--- config.mk ---
export PLATFORM = sky130hd
export DESIGN_NAME = uart_tx_fifo_flat
export DESIGN_NICKNAME = d
export VERILOG_FILES = /design/src/rtl/uart_tx_fifo_if.sv /design/src/rtl/uart_tx_fifo.sv /design/src/flat_wrapper.sv
export SDC_FILE = /design/constraint.sdc
export NUM_CORES = 1
export LEC_CHECK = 0
export CAP_MARGIN = 20
export CORE_MARGIN = 4
export CORE_UTILIZATION = 40
export CTS_CLUSTER_SIZE = 30
export DETAILED_ROUTE_END_ITERATION = 6
export GPL_ROUTABILITY_DRIVEN = 0
export GPL_TIMING_DRIVEN = 0
export PLACE_DENSITY = 0.62
export SYNTH_ARGS = -nofsm -noshare
export SYNTH_HDL_FRONTEND = slang
export SYNTH_SLANG_ARGS = --single-unit
export TNS_END_PERCENT = 30
--- constraint.sdc ---
create_clock -name clk -period 6.7 [get_ports clk]
set_input_delay 0.67 -clock clk [delete_from_list [all_inputs] [get_ports clk]]
set_output_delay 0.67 -clock clk [all_outputs]
set_load 0.02 [all_outputs]
--- src/rtl/uart_tx_fifo_if.sv ---
// uart_tx_fifo_if: push-side handshake between a character producer and the buffered UART transmitter
interface uart_tx_fifo_if #(
    parameter int DATA_W = 8
);
    logic [DATA_W-1:0] wr_data;
    logic              wr_valid;
    logic              wr_ready;
    logic              flush;
    modport master (output wr_data, output wr_valid, output flush, input wr_ready);
    modport slave  (input wr_data, input wr_valid, input flush, output wr_ready);
endinterface

--- src/rtl/uart_tx_fifo.sv ---
// uart_tx_fifo: FIFO-fed UART framer with configurable width, baud, parity and stop bits
module uart_tx_fifo #(
    parameter int DATA_W      = 8,
    parameter int CLK_HZ      = 50000000,
    parameter int BAUD        = 115200,
    parameter int FIFO_DEPTH  = 16,
    parameter int PARITY_MODE = 0,
    parameter int STOP_BITS   = 1
) (
    input  logic                        clk,
    input  logic                        rst,
    uart_tx_fifo_if.slave               bus,
    output logic                        txd,
    output logic                        busy,
    output logic [$clog2(FIFO_DEPTH):0] fifo_count
);
    localparam int DIV    = (CLK_HZ + BAUD / 2) / BAUD;
    localparam int CW     = $clog2(DIV);
    localparam int AW     = $clog2(FIFO_DEPTH);
    localparam int BW     = $clog2(DATA_W);
    localparam bit PAR_EN = PARITY_MODE == 1 || PARITY_MODE == 2;
    typedef enum logic [2:0] {IDLE, START, DATA, PARITY, STOP} state_t;
    logic [DATA_W-1:0] r_mem [FIFO_DEPTH];
    logic [AW-1:0]     r_wp, r_rp;
    logic [AW:0]       r_cnt;
    state_t            r_state;
    logic [CW-1:0]     r_baud;
    logic [BW-1:0]     r_bit;
    logic              r_stop;
    logic [DATA_W-1:0] r_shift;
    logic              r_par;
    logic              r_txd;
    logic [DATA_W-1:0] w_head;
    logic              w_tick, w_last_stop, w_push, w_pop;
    assign w_head       = r_mem[r_rp];
    assign w_tick       = r_baud == CW'(DIV - 1);
    assign w_last_stop  = r_state == STOP && w_tick && r_stop == 1'(STOP_BITS - 1);
    assign w_push       = bus.wr_valid && bus.wr_ready && !bus.flush;
    assign w_pop        = !bus.flush && r_cnt != '0 && (r_state == IDLE || w_last_stop);
    assign bus.wr_ready = r_cnt != (AW + 1)'(FIFO_DEPTH);
    assign txd          = r_txd;
    assign busy         = r_state != IDLE;
    assign fifo_count   = r_cnt;
    // Character storage, written on accepted pushes; left unreset so it maps onto RAM
    always_ff @(posedge clk)
        if (w_push) r_mem[r_wp] <= bus.wr_data;
    // Pointers and occupancy; flush drops everything queued, including a same-cycle push
    always_ff @(posedge clk or posedge rst)
        if (rst) begin
            r_wp  <= '0;
            r_rp  <= '0;
            r_cnt <= '0;
        end else if (bus.flush) begin
            r_rp  <= r_wp;
            r_cnt <= '0;
        end else begin
            if (w_push) r_wp <= r_wp + 1'b1;
            if (w_pop) r_rp <= r_rp + 1'b1;
            r_cnt <= r_cnt + (AW + 1)'(w_push) - (AW + 1)'(w_pop);
        end
    // Framing FSM: a pop always starts a start bit, so stop-to-start is gapless
    always_ff @(posedge clk or posedge rst)
        if (rst) begin
            r_state <= IDLE;
            r_baud  <= '0;
            r_bit   <= '0;
            r_stop  <= 1'b0;
            r_shift <= '0;
            r_par   <= 1'b0;
            r_txd   <= 1'b1;
        end else begin
            r_baud <= (r_state == IDLE || w_tick) ? '0 : r_baud + 1'b1;
            if (w_pop) begin
                r_shift <= w_head;
                r_par   <= (^w_head) ^ (PARITY_MODE == 2);
                r_txd   <= 1'b0;
                r_state <= START;
            end else begin
                case (r_state)
                    START: if (w_tick) begin
                        r_txd   <= r_shift[0];
                        r_bit   <= '0;
                        r_state <= DATA;
                    end
                    DATA: if (w_tick) begin
                        if (r_bit == BW'(DATA_W - 1)) begin
                            r_txd   <= PAR_EN ? r_par : 1'b1;
                            r_stop  <= 1'b0;
                            r_state <= PAR_EN ? PARITY : STOP;
                        end else begin
                            r_shift <= r_shift >> 1;
                            r_txd   <= r_shift[1];
                            r_bit   <= r_bit + 1'b1;
                        end
                    end
                    PARITY: if (w_tick) begin
                        r_txd   <= 1'b1;
                        r_state <= STOP;
                    end
                    STOP: if (w_tick) begin
                        if (w_last_stop) r_state <= IDLE;
                        else r_stop <= 1'b1;
                    end
                    default: ;
                endcase
            end
        end
endmodule

--- src/flat_wrapper.sv ---
// flat-port wrapper written by rule: the top's interface ports become plain ports
module uart_tx_fifo_flat 
#(
    parameter int DATA_W      = 8,
    parameter int CLK_HZ      = 50000000,
    parameter int BAUD        = 115200,
    parameter int FIFO_DEPTH  = 16,
    parameter int PARITY_MODE = 0,
    parameter int STOP_BITS   = 1
)
  (clk, rst, txd, busy, fifo_count, bus_wr_data, bus_wr_valid, bus_flush, bus_wr_ready);
  uart_tx_fifo_if #(.DATA_W(DATA_W)) bus_i ();
  input  logic clk;
  input  logic rst;
  output logic txd;
  output logic busy;
  output logic [$clog2(FIFO_DEPTH):0] fifo_count;
  input wire logic [$bits(bus_i.wr_data)-1:0] bus_wr_data;
  input wire logic [$bits(bus_i.wr_valid)-1:0] bus_wr_valid;
  input wire logic [$bits(bus_i.flush)-1:0] bus_flush;
  output wire logic [$bits(bus_i.wr_ready)-1:0] bus_wr_ready;
  assign bus_i.wr_data = bus_wr_data;
  assign bus_i.wr_valid = bus_wr_valid;
  assign bus_i.flush = bus_flush;
  assign bus_wr_ready = bus_i.wr_ready;
  uart_tx_fifo #(.DATA_W(DATA_W), .CLK_HZ(CLK_HZ), .BAUD(BAUD), .FIFO_DEPTH(FIFO_DEPTH), .PARITY_MODE(PARITY_MODE), .STOP_BITS(STOP_BITS)) u_core (.clk(clk), .rst(rst), .bus(bus_i), .txd(txd), .busy(busy), .fifo_count(fifo_count));
endmodule
==> run summary <==
setup ws final - 3.67 ns
RSZ-0062 raised after global routing - false
via count - 3,802
Hold/Removal Path Class - reg2reg
Nets - 495
initial antenna violation count - 0
Yosys reg bits - 166
worst-margin pin slew - 1.01 ns
CP startpoint kind - input pin
Synth cell types - 56
max-cap viol count - 0
routed wire length on met2 - 7.01 mm
Final Hold Viols - 0
post-synth top area cell - edfxtp_1
Cells after Synth - 430
DRT antenna net count - 0
multi-input logic area - 2150 um^2
Inserted Clock Buffers - 17
WP data required - 6.99 ns
crit-path max FO - 10
Avg Cell Area, Syn - 16.5 um^2
VDD IR max - 0.000186 V
ratio of cells with drive above 1 in the final layout - 13.9%
PwrDens - 333 nW/um^2
number of synthesis warnings - 0
top cell type's share of synthesized area - 54.0%
ys flop type - edfxtp_1
drt drc - 0
# fillers - 1,457
vias per inst - 5.39
gr ovfl total - 0
slowest stage delay, CP - 0.57 ns
Die ar. - 20,000 um^2
Worst-Skew Late Latency - 0.43 ns
clock slew at reported path FFs - 0.06 ns
TritonCTS clock tree - done
ranking of synthesized cells by area - edfxtp_1 54%, dfrtp_1 13%, mux4_1 6.6%
CTS sink cnt - 166
H-tree Lvls - 4
Iteration-0 DRC Markers - 334
Rel. slew slack - 32.4%
Layout area overhead - 14.4%
Chip Height - 141 um
clock skew - 0.00599 ns
total I/O pin count - 20
post-detailed-route wirelength per cell - 19.7 um
Synthesized Nets - 457
PostCTS Resize Cnt - 0
Cell Chain, Critical Path - clkdlybuf4s50_1, nor4_2, nand2_1, buf_2, xnor2_1, ha_1, inv_1, fa_1, nor2b_1, o21bai_1, a21oi_1, nor3b_1
Die W - 141 um
total track usage - 14.7%
status - complete, no violations
root buffer cell - clkbuf_16
Diodes inserted - 0
Top delay family on crit path - buffers and inverters
Final Critical Period - 3.03 ns
first-pass GRT wire length - 21.9 mm
CTS Hold Bufs - 0
EDFF count, synth - 128
Top Metal Used - met4
Setup TNS - 0 ns
Reg area - 4800 um^2
Post-Route WL - 13.9 mm
crit path DAT - 3.32 ns
Leakage - 2.87 nW
Max Freq - 0.330 GHz
IO Port Bufs - 19
Final Cycle Share - 45.2%
wl on met1 - 5.98 mm
Core ar. - 17,400 um^2
fraction of registers with async set/reset - 22.9%
pin count of the biggest net entering global routing - 39
Clock Path Buffers - 2
Final setup viols - 0
Setup Fix Bufs, Post-CTS - 0
WL met3 - 630 um
Critical Path Sink Type - register
slowest CP cell - clkdlybuf4s50_1
drt pass-1 iters - 5
starting density of the core - 41.0%
Final Core Density - 46.9%
crit path buf inv count - 3
total chip power - 2.71 mW
row cnt - 48
CP Class - in2reg
DP HPWL - 9.41 mm
register area share after synthesis - 67.4%
number of global-route vias before repair - 3,860
Final Max Slew Viols - 0
mapped cell area - 7110 um^2
DP Worst Slack - 3.22 ns
-- metal layers --
metal  up-vias  GRT usage [%]
met1      1924           18.8
li1       1766              -
met2        93           24.1
met5         -              0
met4         0           5.25
met3        19           3.94
-- final timing paths --
check / from / endpoint / slack [ns] / cells after the start
worst min-delay path: u_core.r_bit[2]$_DFFE_PP0P_ / u_core.r_bit[2]$_DFFE_PP0P_ / 0.53 / 2
min in group asynchronous: rst / u_core.fifo_count[1]$_DFF_PP0_ / 0.72 / 2
worst max-delay path: bus_flush / u_core.fifo_count[4]$_DFF_PP0_ / 3.67 / 12
worst min register to register: u_core.r_bit[2]$_DFFE_PP0P_ / u_core.r_bit[2]$_DFFE_PP0P_ / 0.53 / 2
worst max register to register: u_core.r_baud[1]$_DFF_PP0_ / u_core.fifo_count[4]$_DFF_PP0_ / 3.69 / 14
max in group asynchronous: rst / u_core.r_baud[7]$_DFF_PP0_ / 5.47 / 2
-- layout by cell type, fill, tap and decap left out, types with 3 or more instances in the layout --
cell             count
buf_2                8
nor4_1               7
inv_1               16
mux2i_1             11
mux4_2              13
ha_1                14
nor3_2               4
inv_6                3
a31oi_1              5
mux4_1              18
o21ai_0              5
clkinv_4             4
clkbuf_1             9
edfxtp_1           128
xor2_1               3
a21oi_1             12
a22o_1              15
clkdlybuf4s50_1     19
nor3_1               3
xnor2_1             10
dfrtp_1             37
nor2b_1              8
nand3_1              7
nand2b_1             6
nand2_1             16
clkbuf_16           17
buf_1                3
nor2_1              34
-- metrics by stage --
stage	area [um^2]	hold WS [ns]	std cells
floorplan	7110	0.474	430
global placement	7580	0.493	674
detailed placement	7600	0.511	674
CTS	8140	0.525	706
global route	8140	0.552	706
finish	8140	0.526	706
-- power by group --
group          total, mW  internal, mW  switching, mW
Combinational      0.606         0.282          0.324
Clock              0.887         0.480          0.407
Sequential          1.22          1.18         0.0400
Total               2.71          1.94          0.771
-- tightest hold or removal path, cell delays in order (launching register included) --
cell     delay [ns]
dfrtp_1        0.38
inv_1          0.05
mux2i_1        0.06
-- logic make-up (layout without fill, tap and decap cells) --
kind of cell	Yosys count	in the layout	synth area share, %
AO/OA/AOI/OAI	52	52	5.28
AND/OR/NAND/NOR	103	103	7.67
adder cells (fa/ha/maj)	15	15	2.74
XOR/XNOR	13	13	1.60
multiplexers	44	44	12.6
buffers and inverters	37	88	2.66
flip-flops	166	166	67.4
-- final cells by class --
cell class	count	share of cell area [%]
repair buffers	19	2.34
clock inverters	12	1.18
multi-input cells	227	26.4
inverters	17	0.784
well taps	225	3.46
flip-flops and latches	166	58.9
plain buffers	20	1.54
clock buffers	20	5.37
-- registers in the layout, indices dropped and copies added, names as in the netlist --
signal and count:
u_core.r_state 3, u_core.r_baud 9, u_core.r_mem 128, u_core.r_bit 3, u_core.r_rp 4, u_core.r_wp 4, u_core.txd 1, u_core.fifo_count 5
u_core.r_stop 1, u_core.r_shift 8
-- synth_stat cells, types with 2 or more instances --
master / count
buf_2: 8
a21oi_1: 12
mux2_2: 2
mux4_1: 18
a22o_1: 15
a31oi_1: 5
xnor2_1: 10
ha_1: 14
nand4_1: 2
nor4_1: 7
dfrtp_1: 37
nand4b_1: 2
clkbuf_1: 6
nor2b_1: 8
edfxtp_1: 128
nand2b_1: 6
buf_12: 2
nor3_1: 7
nor3b_1: 2
nand3_1: 7
inv_1: 17
nor4_2: 2
mux4_2: 13
o22ai_1: 2
mux2i_1: 11
nor2_1: 34
nand2_1: 16
buf_1: 3
xor2_1: 3
o21ai_0: 5
Note: power is estimated with default switching activity, not from simulation.
